[src/rtl/mem_access_unit_if.sv]
// Bus bundle for the load/store unit: execute-stage request, dmemory port,
// writeback result and fault pulse. The unit takes the slave view; whoever
// drives the requests and owns the memory takes the master view.
interface mem_access_unit_if;
    // execute stage -> unit
    logic        ex_valid;
    logic        ex_ready;
    logic        ex_is_load;
    logic        ex_is_store;
    logic [2:0]  ex_funct3;
    logic [31:0] ex_addr;
    logic [31:0] ex_store_data;
    logic [4:0]  ex_rd;
    // unit <-> dmemory
    logic [1:0]  dm_access_size;
    logic [31:0] dm_address;
    logic [31:0] dm_data_in;
    logic        dm_rw;
    logic        dm_is_signed;
    logic [31:0] dm_data_out;
    // unit -> writeback
    logic        wb_valid;
    logic [4:0]  wb_rd;
    logic [31:0] wb_data;
    logic        fault;

    modport slave (
        input  ex_valid, ex_is_load, ex_is_store, ex_funct3, ex_addr, ex_store_data, ex_rd,
        input  dm_data_out,
        output ex_ready,
        output dm_access_size, dm_address, dm_data_in, dm_rw, dm_is_signed,
        output wb_valid, wb_rd, wb_data, fault
    );

    modport master (
        output ex_valid, ex_is_load, ex_is_store, ex_funct3, ex_addr, ex_store_data, ex_rd,
        output dm_data_out,
        input  ex_ready,
        input  dm_access_size, dm_address, dm_data_in, dm_rw, dm_is_signed,
        input  wb_valid, wb_rd, wb_data, fault
    );
endinterface

[src/rtl/mem_access_unit.sv]
// Load/store controller between execute and dmemory. Accepts one op per
// handshake, decodes RV32I funct3 into dmemory size/sign controls, and splits
// misaligned half/word accesses into sequential byte accesses when enabled.
//
//   state  | meaning
//   IDLE   | no access in flight, ready for a new op
//   ACCESS | single aligned access this cycle, ready for the next op
//   SPLIT  | byte k of a misaligned access this cycle, not ready
module mem_access_unit #(
    parameter bit SPLIT_MISALIGNED = 1'b1
) (
    input  logic               clock,
    input  logic               reset_n,
    mem_access_unit_if.slave   bus
);

    typedef enum logic [1:0] {
        IDLE   = 2'b00,
        ACCESS = 2'b01,
        SPLIT  = 2'b10
    } state_t;

    state_t      r_state;
    logic        r_is_load;
    logic        r_is_store;
    logic [2:0]  r_funct3;
    logic [31:0] r_addr;
    logic [31:0] r_data;
    logic [4:0]  r_rd;
    logic [1:0]  r_k;
    logic [31:0] r_acc;
    logic        r_wb_valid;
    logic [4:0]  r_wb_rd;
    logic [31:0] r_wb_data;
    logic        r_fault;

    logic        w_ready;
    logic        w_accept;
    logic        w_legal_load;
    logic        w_legal_store;
    logic        w_illegal;
    logic        w_misaligned;
    logic [1:0]  w_last_k;
    logic [31:0] w_acc_next;
    logic [31:0] w_split_result;
    logic        w_rw;

    assign w_ready  = (r_state != SPLIT);
    assign w_accept = bus.ex_valid & w_ready;

    assign w_legal_load  = (bus.ex_funct3 == 3'b000) | (bus.ex_funct3 == 3'b001) |
                           (bus.ex_funct3 == 3'b010) | (bus.ex_funct3 == 3'b100) |
                           (bus.ex_funct3 == 3'b101);
    assign w_legal_store = (bus.ex_funct3 == 3'b000) | (bus.ex_funct3 == 3'b001) |
                           (bus.ex_funct3 == 3'b010);
    assign w_illegal     = (bus.ex_is_load & bus.ex_is_store) |
                           (bus.ex_is_load  & ~w_legal_load) |
                           (bus.ex_is_store & ~w_legal_store);
    // Only meaningful for legal ops; illegal ones fault regardless.
    assign w_misaligned  = ((bus.ex_funct3[1:0] == 2'b01) & bus.ex_addr[0]) |
                           ((bus.ex_funct3[1:0] == 2'b10) & (bus.ex_addr[1:0] != 2'b00));

    assign w_last_k = (r_funct3[1:0] == 2'b10) ? 2'd3 : 2'd1;

    // Accumulator with the byte returned this SPLIT cycle merged in.
    always_comb begin
        w_acc_next = r_acc;
        w_acc_next[{r_k, 3'b000} +: 8] = bus.dm_data_out[7:0];
    end

    // Final split-load value: halves extend from bit 15, words pass through.
    always_comb begin
        w_split_result = w_acc_next;
        if (r_funct3[1:0] == 2'b01) begin
            w_split_result = {{16{~r_funct3[2] & w_acc_next[15]}}, w_acc_next[15:0]};
        end
    end

    // dmemory port drive; idle values whenever no access is in flight.
    always_comb begin
        bus.dm_access_size = 2'b11;
        bus.dm_address     = 32'h0;
        bus.dm_data_in     = 32'h0;
        bus.dm_is_signed   = 1'b0;
        w_rw               = 1'b0;
        case (r_state)
            ACCESS: begin
                bus.dm_access_size = r_funct3[1:0];
                bus.dm_address     = r_addr;
                bus.dm_data_in     = r_data;
                bus.dm_is_signed   = r_is_load & ~r_funct3[2];
                w_rw               = r_is_store;
            end
            SPLIT: begin
                bus.dm_access_size = 2'b00;
                bus.dm_address     = r_addr + {30'h0, r_k};
                bus.dm_data_in     = r_data >> {r_k, 3'b000};
                w_rw               = r_is_store;
            end
            default: ;
        endcase
    end

    // Gated by reset so an abandoned store never lands on the reset edge.
    assign bus.dm_rw    = w_rw & reset_n;
    assign bus.ex_ready = w_ready;
    assign bus.wb_valid = r_wb_valid;
    assign bus.wb_rd    = r_wb_rd;
    assign bus.wb_data  = r_wb_data;
    assign bus.fault    = r_fault;

    // Main FSM: op capture on accept, access sequencing, writeback and fault pulses.
    always_ff @(posedge clock) begin
        if (!reset_n) begin
            r_state    <= IDLE;
            r_is_load  <= 1'b0;
            r_is_store <= 1'b0;
            r_funct3   <= 3'b000;
            r_addr     <= 32'h0;
            r_data     <= 32'h0;
            r_rd       <= 5'd0;
            r_k        <= 2'd0;
            r_acc      <= 32'h0;
            r_wb_valid <= 1'b0;
            r_wb_rd    <= 5'd0;
            r_wb_data  <= 32'h0;
            r_fault    <= 1'b0;
        end else begin
            r_wb_valid <= 1'b0;
            r_fault    <= 1'b0;

            case (r_state)
                ACCESS: begin
                    if (r_is_load) begin
                        r_wb_valid <= 1'b1;
                        r_wb_rd    <= r_rd;
                        r_wb_data  <= bus.dm_data_out;
                    end
                end
                SPLIT: begin
                    r_acc <= w_acc_next;
                    if (r_k == w_last_k) begin
                        r_k     <= 2'd0;
                        r_state <= IDLE;
                        if (r_is_load) begin
                            r_wb_valid <= 1'b1;
                            r_wb_rd    <= r_rd;
                            r_wb_data  <= w_split_result;
                        end
                    end else begin
                        r_k <= r_k + 2'd1;
                    end
                end
                default: ;
            endcase

            if (w_accept) begin
                r_is_load  <= bus.ex_is_load;
                r_is_store <= bus.ex_is_store;
                r_funct3   <= bus.ex_funct3;
                r_addr     <= bus.ex_addr;
                r_data     <= bus.ex_store_data;
                r_rd       <= bus.ex_rd;
                if (!bus.ex_is_load && !bus.ex_is_store) begin
                    r_state <= IDLE;
                end else if (w_illegal || (w_misaligned && !SPLIT_MISALIGNED)) begin
                    r_fault <= 1'b1;
                    r_state <= IDLE;
                end else if (w_misaligned) begin
                    r_k     <= 2'd0;
                    r_acc   <= 32'h0;
                    r_state <= SPLIT;
                end else begin
                    r_state <= ACCESS;
                end
            end else if (r_state == ACCESS) begin
                r_state <= IDLE;
            end
        end
    end

endmodule
[src/flat_wrapper.sv]
// flat-port wrapper written by rule: the top's interface ports become plain ports
module mem_access_unit_flat 
#(
    parameter bit SPLIT_MISALIGNED = 1'b1
)
  (clock, reset_n, bus_ex_valid, bus_ex_is_load, bus_ex_is_store, bus_ex_funct3, bus_ex_addr, bus_ex_store_data, bus_ex_rd, bus_dm_data_out, bus_ex_ready, bus_dm_access_size, bus_dm_address, bus_dm_data_in, bus_dm_rw, bus_dm_is_signed, bus_wb_valid, bus_wb_rd, bus_wb_data, bus_fault);
  mem_access_unit_if bus_i ();
  input  logic clock;
  input  logic reset_n;
  input wire logic [$bits(bus_i.ex_valid)-1:0] bus_ex_valid;
  input wire logic [$bits(bus_i.ex_is_load)-1:0] bus_ex_is_load;
  input wire logic [$bits(bus_i.ex_is_store)-1:0] bus_ex_is_store;
  input wire logic [$bits(bus_i.ex_funct3)-1:0] bus_ex_funct3;
  input wire logic [$bits(bus_i.ex_addr)-1:0] bus_ex_addr;
  input wire logic [$bits(bus_i.ex_store_data)-1:0] bus_ex_store_data;
  input wire logic [$bits(bus_i.ex_rd)-1:0] bus_ex_rd;
  input wire logic [$bits(bus_i.dm_data_out)-1:0] bus_dm_data_out;
  output wire logic [$bits(bus_i.ex_ready)-1:0] bus_ex_ready;
  output wire logic [$bits(bus_i.dm_access_size)-1:0] bus_dm_access_size;
  output wire logic [$bits(bus_i.dm_address)-1:0] bus_dm_address;
  output wire logic [$bits(bus_i.dm_data_in)-1:0] bus_dm_data_in;
  output wire logic [$bits(bus_i.dm_rw)-1:0] bus_dm_rw;
  output wire logic [$bits(bus_i.dm_is_signed)-1:0] bus_dm_is_signed;
  output wire logic [$bits(bus_i.wb_valid)-1:0] bus_wb_valid;
  output wire logic [$bits(bus_i.wb_rd)-1:0] bus_wb_rd;
  output wire logic [$bits(bus_i.wb_data)-1:0] bus_wb_data;
  output wire logic [$bits(bus_i.fault)-1:0] bus_fault;
  assign bus_i.ex_valid = bus_ex_valid;
  assign bus_i.ex_is_load = bus_ex_is_load;
  assign bus_i.ex_is_store = bus_ex_is_store;
  assign bus_i.ex_funct3 = bus_ex_funct3;
  assign bus_i.ex_addr = bus_ex_addr;
  assign bus_i.ex_store_data = bus_ex_store_data;
  assign bus_i.ex_rd = bus_ex_rd;
  assign bus_i.dm_data_out = bus_dm_data_out;
  assign bus_ex_ready = bus_i.ex_ready;
  assign bus_dm_access_size = bus_i.dm_access_size;
  assign bus_dm_address = bus_i.dm_address;
  assign bus_dm_data_in = bus_i.dm_data_in;
  assign bus_dm_rw = bus_i.dm_rw;
  assign bus_dm_is_signed = bus_i.dm_is_signed;
  assign bus_wb_valid = bus_i.wb_valid;
  assign bus_wb_rd = bus_i.wb_rd;
  assign bus_wb_data = bus_i.wb_data;
  assign bus_fault = bus_i.fault;
  mem_access_unit #(.SPLIT_MISALIGNED(SPLIT_MISALIGNED)) u_core (.clock(clock), .reset_n(reset_n), .bus(bus_i));
endmodule
[config.mk]
export PLATFORM = sky130hd
export DESIGN_NAME = mem_access_unit_flat
export DESIGN_NICKNAME = d
export VERILOG_FILES = /design/src/rtl/mem_access_unit_if.sv /design/src/rtl/mem_access_unit.sv /design/src/flat_wrapper.sv
export SDC_FILE = /design/constraint.sdc
export NUM_CORES = 1
export LEC_CHECK = 0
export ABC_AREA = 1
export BUFFER_PORTS_ARGS = -buffer_cell sky130_fd_sc_hd__buf_2
export CAP_MARGIN = 25
export CORE_AREA = 2 2 171 173
export CTS_CLUSTER_SIZE = 30
export DETAILED_ROUTE_END_ITERATION = 10
export DIE_AREA = 0 0 173 175
export PLACE_DENSITY = 0.52
export SLEW_MARGIN = 20
export SYNTH_ARGS = -nofsm -noshare
export SYNTH_HDL_FRONTEND = slang
export SYNTH_SLANG_ARGS = --single-unit
[constraint.sdc]
create_clock -name clock -period 2.6 [get_ports clock]
set_clock_uncertainty 0.2 [all_clocks]
set_input_delay 0.13 -clock clock [delete_from_list [all_inputs] [get_ports clock]]
set_output_delay 0.13 -clock clock [all_outputs]
set_load 0.02 [all_outputs]
* After elaboration in Yosys (flattened, before gate mapping) *
Index checks and enable logic that the tools add are counted.

cells by class
  shift-type cells = 3
  reduce and logical (&&, ||, !) cells = 13
  bitwise gates (word level) = 21
  muxes and demuxes = 37
  $add $sub $neg = 3
  eq/ne operators = 15

operator list
  operator                                                                 number
  32-bit 2-to-1 mux                                                        9
  32-bit case mux with 2 select lines                                      3
  32-bit by 2-bit adder with 32-bit output                                 1
  32-bit bitwise mux                                                       1
  8-bit by 7-bit variable shift with 32-bit output, first input constant   1
  8-bit by 7-bit indexed part select with 32-bit output                    1
  32-bit by 5-bit >> shifter with 32-bit output                            1
  2-bit 2-to-1 mux                                                         14
  5-bit 2-to-1 mux                                                         2
  5-bit case mux with 2 select lines                                       1
  1-bit bitwise AND                                                        9
  5-bit negation with 7-bit output                                         1
  1-bit bitwise OR                                                         7
  2-bit by 1-bit == test with 1-bit output, second input constant          3
  2-bit == test, second input constant                                     3
  3-bit == test, second input constant                                     2
  2-bit by 1-bit inequality test with 1-bit output, second input constant  3
  3-bit nonzero test                                                       2
  1-bit 2-to-1 mux                                                         5
  1-bit inverter                                                           5
  2-bit case mux with 2 select lines                                       1
  2-bit AND reduction                                                      2
  4-bit AND reduction                                                      1
  2-bit nonzero test                                                       2
  11 further kinds                                                         12

storage, ports and cells
  input bits = 109
  flip-flop bits (word level) = 149
  output and inout bits = 108

* Logic depth before layout (Yosys ltp) *
Gate-level depths: netlist of run 1.

  depth in word-level cells = 12
  mapped depth = 14
  mapped depth without buffers = 11

* Worst setup path before layout of run 1 *
Ideal clock, no wire load.

  path type = reg-to-reg
  start = register u_core.r_k[0]
  end = register u_core.r_wb_data[28] (netlist: u_core.bus.wb_data[28])
  stages on the path, launching flop included = 11
  setup time = 0.115 ns
  path buffers = 3
  data arrival time = 2.032 ns
  setup slack = 0.253 ns
  required time = 2.285 ns
  cells stage by stage = dfxtp_1 -> buf_2 -> inv_1 -> buf_2 -> ha_1 -> nand3_1 -> o21ai_0 -> nand2_1 -> nand3_4 -> buf_4 -> o21a_1

on the way
  longest elaborated chain between the ends = 8
  elaborated cells between the ends (all ways) = 12
  classes of those cells = add/sub: 1; eq/ne: 2; shift: 2; mux: 5; bitwise: 1; reduce/logical: 1

RTL lines
  element                                                                                                                           line                    RTL
  start, declared                                                                                                                   mem_access_unit.sv:30   logic [1:0] r_k;
  start signal, assigned                                                                                                            mem_access_unit.sv:151  r_k <= r_k + 2'd1;
  5-bit negation with 7-bit output                                                                                                  mem_access_unit.sv:68   w_acc_next[{r_k, 3'b000} +: 8] = bus.dm_data_out[7:0];
  8-bit by 7-bit indexed part select with 32-bit output / 8-bit by 7-bit variable shift with 32-bit output (equally long branches)  mem_access_unit.sv:68
  32-bit bitwise mux                                                                                                                mem_access_unit.sv:68
  1-bit bitwise AND                                                                                                                 mem_access_unit.sv:75   w_split_result = {{16{~r_funct3[2] & w_acc_next[15]}}, w_acc_next[15:0]};
  32-bit 2-to-1 mux                                                                                                                 mem_access_unit.sv:74   if (r_funct3[1:0] == 2'b01) begin
  32-bit 2-to-1 mux                                                                                                                 mem_access_unit.sv:145  if (r_is_load) begin
  32-bit 2-to-1 mux                                                                                                                 mem_access_unit.sv:142  if (r_k == w_last_k) begin
  32-bit case mux with 2 select lines                                                                                               mem_access_unit.sv:132  case (r_state)
  end signal, assigned                                                                                                              mem_access_unit.sv:137  r_wb_data <= bus.dm_data_out;
  end signal, assigned                                                                                                              mem_access_unit.sv:148  r_wb_data <= w_split_result;
  end, declared                                                                                                                     mem_access_unit.sv:34   logic [31:0] r_wb_data;

Several ways; a longest one is shown, not always the timed one. The select of a mux whose other input is x is not followed.
A chain may end at the register's enable or synchronous reset.

* Worst setup path in the final report of run 1 *
  start = register u_core.r_k[0]
  end = output port bus_dm_address[4]

on the way
  longest elaborated chain between the ends = 2

RTL lines
  element                                   line                   RTL
  32-bit by 2-bit adder with 32-bit output  mem_access_unit.sv:96  bus.dm_address = r_addr + {30'h0, r_k};
  32-bit case mux with 2 select lines       mem_access_unit.sv:86  case (r_state)
  end, declared                             flat_wrapper.sv:20     output wire logic [$bits(bus_i.dm_address)-1:0] bus_dm_address;

Every way passes these cells.

==> results of run 1 <==
==> critical path: stages, from the launching register on <==
cell	delay [ns]
dfxtp_4	0.36
ha_4	0.17
fa_2	0.42
nand2_2	0.12
nor2_4	0.06
inv_2	0.10
o21ai_1	0.08
a221oi_2	0.29
buf_4	0.20
==> per-layer routing <==
metal,vias to the layer above,wire [um],part of all wire,GRT usage
met5,-,13,0.00042,0
met4,2,524,0.017,0.0583
met3,36,1430,0.046,0.0305
met2,266,14400,0.46,0.328
met1,4478,14700,0.47,0.278
li1,4924,-,-,-
==> kinds of logic after synthesis <==
logic type,Yosys count,share of synthesized area
AND/OR/NAND/NOR,650,0.317
AO/OA/AOI/OAI,333,0.223
buffers and inverters,183,0.0896
flip-flops,149,0.355
adder cells (fa/ha/maj),10,0.0158
==> registers in the layout, indices dropped and copies added (netlist names) <==
| register | cells |
|---|---|
| u_core.r_rd | 5 |
| u_core.bus.wb_valid | 1 |
| u_core.r_is_load | 1 |
| u_core.r_acc | 32 |
| u_core.bus.fault | 1 |
| u_core.r_data | 32 |
| u_core.bus.wb_data | 32 |
| u_core.r_addr | 32 |
| u_core.r_is_store | 1 |
| u_core.bus.wb_rd | 5 |
| u_core.r_k | 2 |
| u_core.r_funct3 | 3 |
| u_core.r_state | 2 |
==> worst min path at each step <==
stage / startpoint / end / slack [ns] / depth (start not counted)
after floorplan: bus_ex_funct3[2] / u_core.r_funct3[2] / 0.08 / 2
after global placement: bus_ex_store_data[29] / u_core.r_data[29] / 0.18 / 3
after detailed placement: bus_ex_store_data[29] / u_core.r_data[29] / 0.19 / 3
after CTS: bus_ex_valid / u_core.r_is_store / 0.01 / 5
after global routing: bus_ex_valid / u_core.r_is_store / 0.09 / 5
final: bus_ex_valid / u_core.r_is_store / 0.03 / 5
==> report_power, final <==
part	total, W	internal [W]	switching [W]
logic	0.000908	0.000368	0.000540
clock network	0.00258	0.00144	0.00114
registers	0.00251	0.00239	0.000117
total	0.00600	0.00420	0.00180
==> final cells by class <==
class                           instances  area [sq um]  share of cell area
Sequential cell                       149          3000               0.253
Timing Repair inverter                  1          5.00            0.000424
Clock buffer                           17           425              0.0360
Antenna cell                            2          5.00            0.000424
Clock inverter                         15           166              0.0141
Multi-Input combinational cell        993          4850               0.411
Inverter                              108           419              0.0355
Timing Repair Buffer                  359          2470               0.209
Tap cell                              384           480              0.0407
==> what timing repair did <==
action / 4_1_cts / 5_1_grt
setup buffers: 0 / 6
endpoints found under the hold margin: 124 / 0
cloned: 0 / 1
setup endpoints to repair: 22 / 45
gates resized for setup: 27 / 44
hold buffers: 108 / 0
pin swaps: 6 / 7
==> stage by stage <==
stage | cell area, sq um | hold WS [ns] | cells | total power, W
2_1_floorplan | 8400 | 0.0785 | 1325 | 0.00301
3_3_place_gp | 9850 | 0.185 | 1879 | 0.00331
3_5_place_dp | 9850 | 0.185 | 1879 | 0.00332
4_1_cts | 11600 | 0.0135 | 2019 | 0.00606
5_1_grt | 11800 | 0.0851 | 2027 | 0.00630
6_report | 11800 | 0.0343 | 2028 | 0.00600
==> placed cells by master, fill, tap and decap left out, types with 7 or more instances in the layout <==
cell type,instances
a22oi_1,7
nand2_1,390
nor3_1,7
nor2_4,8
o21ai_0,131
inv_1,100
a21oi_1,114
dlygate4sd3_1,108
nor2_1,151
o21ai_1,10
dfxtp_1,143
clkbuf_16,17
buf_2,207
buf_4,41
nand2_2,7
o21a_1,24
nand3_1,55
nand4_1,8
a21oi_2,24
==> run summary, run 1 <==
## Status
- run status: complete, no violations

## Yosys
- async set-reset flop share out of synthesis: 0
- Synth area leaders: dfxtp_1 36%, nand2_1 18%, o21ai_0 7.9%
- number of storage elements in the synthesis netlist: 149
- area fraction of the dominant cell type after synthesis: 0.355
- Cell Area, Synth: 8400 sq um
- sequential area share after synthesis: 0.355
- list of most frequent post-synthesis cells: 398 x nand2_1, 160 x nor2_1, 149 x dfxtp_1
- Net Count, Synth: 1444
- library cells used by synthesis: 38
- count of mapped cells out of synthesis: 1325
- ys flop type: dfxtp_1
- library cell with the largest summed area after synthesis: dfxtp_1
- Yosys warnings: 0
- count of flip-flops with a built-in enable after synthesis: 0
- most frequently used cell type in the post-synthesis netlist: nand2_1
- Syn Area/Cell: 6.34 sq um

## Critical path
- type of the setup path with the least slack: reg -> out
- WP data arrival: 2.21 ns
- worst reg2reg path startpoint: u_core.r_k[1]
- worst reg2reg path depth: 9
- category of the worst setup path capture point: primary output
- largest fanout of any net on the critical path: 4
- capturing element of the worst setup path: bus_dm_address[4]
- worst endpoint required time: 2.27 ns
- slack of the worst reg-to-reg path: 0.33 ns
- start point of the critical path: u_core.r_k[0]
- startpoint class of the critical path: flop
- endpoint of the worst-slack reg-to-reg timing path: u_core.bus.wb_data[7]

## STA
- RSZ-0062 raised after global routing: true
- Tmin final: 2.54 ns
- setup total negative slack: 0 ns
- final setup violating endpoints: 0
- Max Fclk: 394 MHz
- max-slew headroom at the worst pin: 0.478
- Final Cycle Share: 0.977
- final hold violations: 0
- Worst Tran Pin Value: 0.783 ns
- final setup slack of the worst path: 0.0592 ns
- Slew Viols, Final: 0

## Drt
- overall routed net length: 31100 um
- number of design rule violations left after detail routing: 0
- via density per instance: 4.79
- Detailed Route Iter0 Violations: 562
- via total after detailed routing: 9706
- WL/cell: 15.3 um
- Antenna Violating Nets Remaining: 0
- first-pass detailed-route iteration total: 5

## Clock network
- root buf cell: clkbuf_16
- Clock Sink Count: 149
- worst skew pair latency: 0.43 ns
- H-tree Lvls: 4
- clk buf depth: 2
- total clock buffers created by CTS: 17
- Clk pin slew, worst setup/hold paths: 0.06 ns
- TritonCTS clock tree: yes

## Global route
- overall global routing resource usage: 0.202
- GR Overflow Total: 0
- first-pass GRT wire length: 49100 um
- number of global-route vias before repair: 9226
- pin count of the biggest net entering global routing: 102
- antenna violations before repair: 4

## Job
- count of maximum capacitance violations: 0

## Place
- Routability Congestion: 0.885
- DP HPWL: 21500 um
- # port buffers: 216
- worst slack at placement: 0.170 ns

## Floorplan
- placeable core area: 28400 sq um
- die boundary height: 175 um
- number of primary I/O pins: 217
- die outline area: 30300 sq um
- Cell Rows: 62
- Initial Util: 0.296
- Die X: 173 um

## Power and ir drop
- power per cell area: 508 nW/um^2
- leakage: 4.91 nW
- Max VDD drop: 0.443 mV

## Layout
- Fillers: 3072
- proportion of layout cells with a drive suffix above 1: 0.224
- Layout Area Growth over Synthesis: 40.8%
- post-layout net count: 1748
- core occupancy in the finished layout: 0.416

## Min path
- Hold WC Path Type: in -> reg

Power figures use the tool's default switching activity.
==> run 2: changes to the inputs <==
--- a/config.mk
+++ b/config.mk
@@ -13,6 +13,7 @@
 export DETAILED_ROUTE_END_ITERATION = 10
 export DIE_AREA = 0 0 173 175
 export PLACE_DENSITY = 0.52
+export SETUP_SLACK_MARGIN = 0.15
 export SLEW_MARGIN = 20
 export SYNTH_ARGS = -nofsm -noshare
 export SYNTH_HDL_FRONTEND = slang
==> run summary, run 2 (synthesis gave the netlist of run 1 again) <==
## Clock network
- H-tree Lvls: 4
- Clock Sink Count: 149
- worst skew pair latency: 0.43 ns
- Clk pin slew, worst setup/hold paths: 0.06 ns
- total clock buffers created by CTS: 17
- clk buf depth: 2
- root buf cell: clkbuf_16
- TritonCTS clock tree: yes

## Layout
- most common cell after layout, fill and taps aside: nand2_1
- final instance count without filler cells: 2040
- top library cells by usage in the layout, fill and taps aside: 384 x nand2_1, 191 x buf_2, 148 x nor2_1
- Layout Area Growth over Synthesis: 45.4%
- footprint of the flip-flops and latches: 3010 sq um
- post-layout net count: 1760
- Fillers: 3033
- post-route cell area: 12200 sq um
- proportion of layout cells with a drive suffix above 1: 0.251
- area used by multi-input combinational logic: 5040 sq um

## Floorplan
- placeable core area: 28400 sq um
- number of primary I/O pins: 217
- Initial Util: 0.296
- die boundary height: 175 um
- Die X: 173 um
- Cell Rows: 62
- die outline area: 30300 sq um

## Global route
- first-pass GRT wire length: 49900 um
- number of global-route vias before repair: 9297
- overall global routing resource usage: 0.205
- GR Overflow Total: 0
- pin count of the biggest net entering global routing: 102
- antenna violations before repair: 4

## Min path
- Hold WC Path Type: in -> reg
- endpoint of the worst hold-timing path: u_core.r_is_store
- Worst Hold Launch: bus_ex_valid
- Hold Crit Depth: 5

## Critical path
- worst reg2reg path startpoint: u_core.r_k[0]
- worst endpoint required time: 2.27 ns
- endpoint of the worst-slack reg-to-reg timing path: u_core.bus.wb_data[26]
- WP data arrival: 2.17 ns
- largest fanout of any net on the critical path: 4
- type of the setup path with the least slack: reg -> out
- Max stage delay on crit path: 0.37 ns
- cells traversed along the worst timing path: ha_4, fa_2, nand2_2, nor2_4, nand2_4, nor2_4, buf_6, nand2_2, nand2_1, a21oi_1, buf_4
- library cell contributing the largest single delay on the critical path: fa_2
- worst reg2reg path depth: 9
- slack of the worst reg-to-reg path: 0.36 ns
- category of the worst setup path capture point: primary output
- startpoint class of the critical path: flop

## Power and ir drop
- leakage: 5.05 nW
- power per cell area: 494 nW/um^2
- post-layout power: 0.00603 W
- Max VDD drop: 0.438 mV

## Place
- placed cell count: 1879
- placed inst area: 9850 sq um
- Routability Congestion: 0.885
- # port buffers: 216
- DP HPWL: 21500 um

## STA
- setup total negative slack: 0 ns
- Worst Tran Pin Value: 0.787 ns
- max-slew headroom at the worst pin: 0.475
- worst hold margin: 0.0408 ns
- Slew Viols, Final: 0
- RSZ-0062 raised after global routing: true
- final hold violations: 0
- Tmin final: 2.50 ns
- Final Cycle Share: 0.962
- Max Fclk: 400 MHz
- final setup violating endpoints: 0

## Drt
- via total after detailed routing: 9768
- WL/cell: 15.4 um
- overall routed net length: 31500 um
- number of design rule violations left after detail routing: 0
- first-pass detailed-route iteration total: 6
- Antenna Violating Nets Remaining: 0
- Detailed Route Iter0 Violations: 569
- via density per instance: 4.79

## Job
- count of maximum capacitance violations: 0

## Status
- run status: complete, no violations

run 2: worst max-delay path, delay by kind of cell, from the launching register on:
| family | cells | cell delay [ns] |
|---|---|---|
| DFF | 1 | 0.35 |
| buffers and inverters | 2 | 0.28 |
| adders and majority gates | 2 | 0.53 |
| and+or+nand+nor | 6 | 0.44 |
| AOI/OAI and AO/OA | 1 | 0.15 |
run 2: how the worst max path moves through the flow:
| stage | startpoint | to | slack [ns] | cells after the start |
|---|---|---|---|---|
| 4_1_cts | u_core.r_addr[0] | bus_dm_address[26] | 0.03 | 11 |
| 6_report | u_core.r_addr[0] | bus_dm_address[10] | 0.1 | 11 |
| 5_1_grt | u_core.r_k[0] | bus_dm_address[26] | -0.002 | 11 |
| 2_1_floorplan | u_core.r_k[0] | u_core.bus.wb_data[28] | 0.25 | 10 |
| 3_5_place_dp | u_core.r_k[0] | bus_dm_address[12] | 0.17 | 10 |
| 3_3_place_gp | u_core.r_k[0] | bus_dm_address[12] | 0.19 | 10 |
run 2: stage by stage:
| step | setup slack [ns] | util |
|---|---|---|
| after floorplan | 0.253 | - |
| after global routing | -0.00227 | 0.430 |
| after detailed placement | 0.170 | 0.347 |
| final | 0.0993 | 0.430 |
| after global placement | 0.187 | 0.347 |
| after CTS | 0.0346 | 0.419 |
run 2: what timing repair did:
action	in CTS	in global routing
endpoints found under the hold margin	124	0
cloned	2	0
setup endpoints to repair	55	64
hold buffers	108	0
setup buffers	5	12
resized for setup	98	63
pin swaps	18	21
run 2: area by class of cell:
| cell class | instances | area share |
|---|---|---|
| multi-input combinational | 993 | 0.413 |
| sequential | 149 | 0.247 |
| timing repair buffer | 370 | 0.216 |
| tap | 384 | 0.0394 |
| inverter | 108 | 0.0356 |
| clock buffer | 17 | 0.0348 |
| clock inverter | 15 | 0.0136 |
| timing repair inverter | 2 | 0.00123 |
| antenna | 2 | 0.000410 |
run 2: metal layers:
layer,global-route usage,wire length (um),part of all wire
met2,0.334,14700,0.47
met3,0.0300,1390,0.044
met5,0,13,0.00041
met4,0.0530,437,0.014
met1,0.283,15000,0.48
run 2: power by group:
part	switching, W	internal, W
Sequential	0.000121	0.00240
Combinational	0.000557	0.000389
Clock	0.00113	0.00144
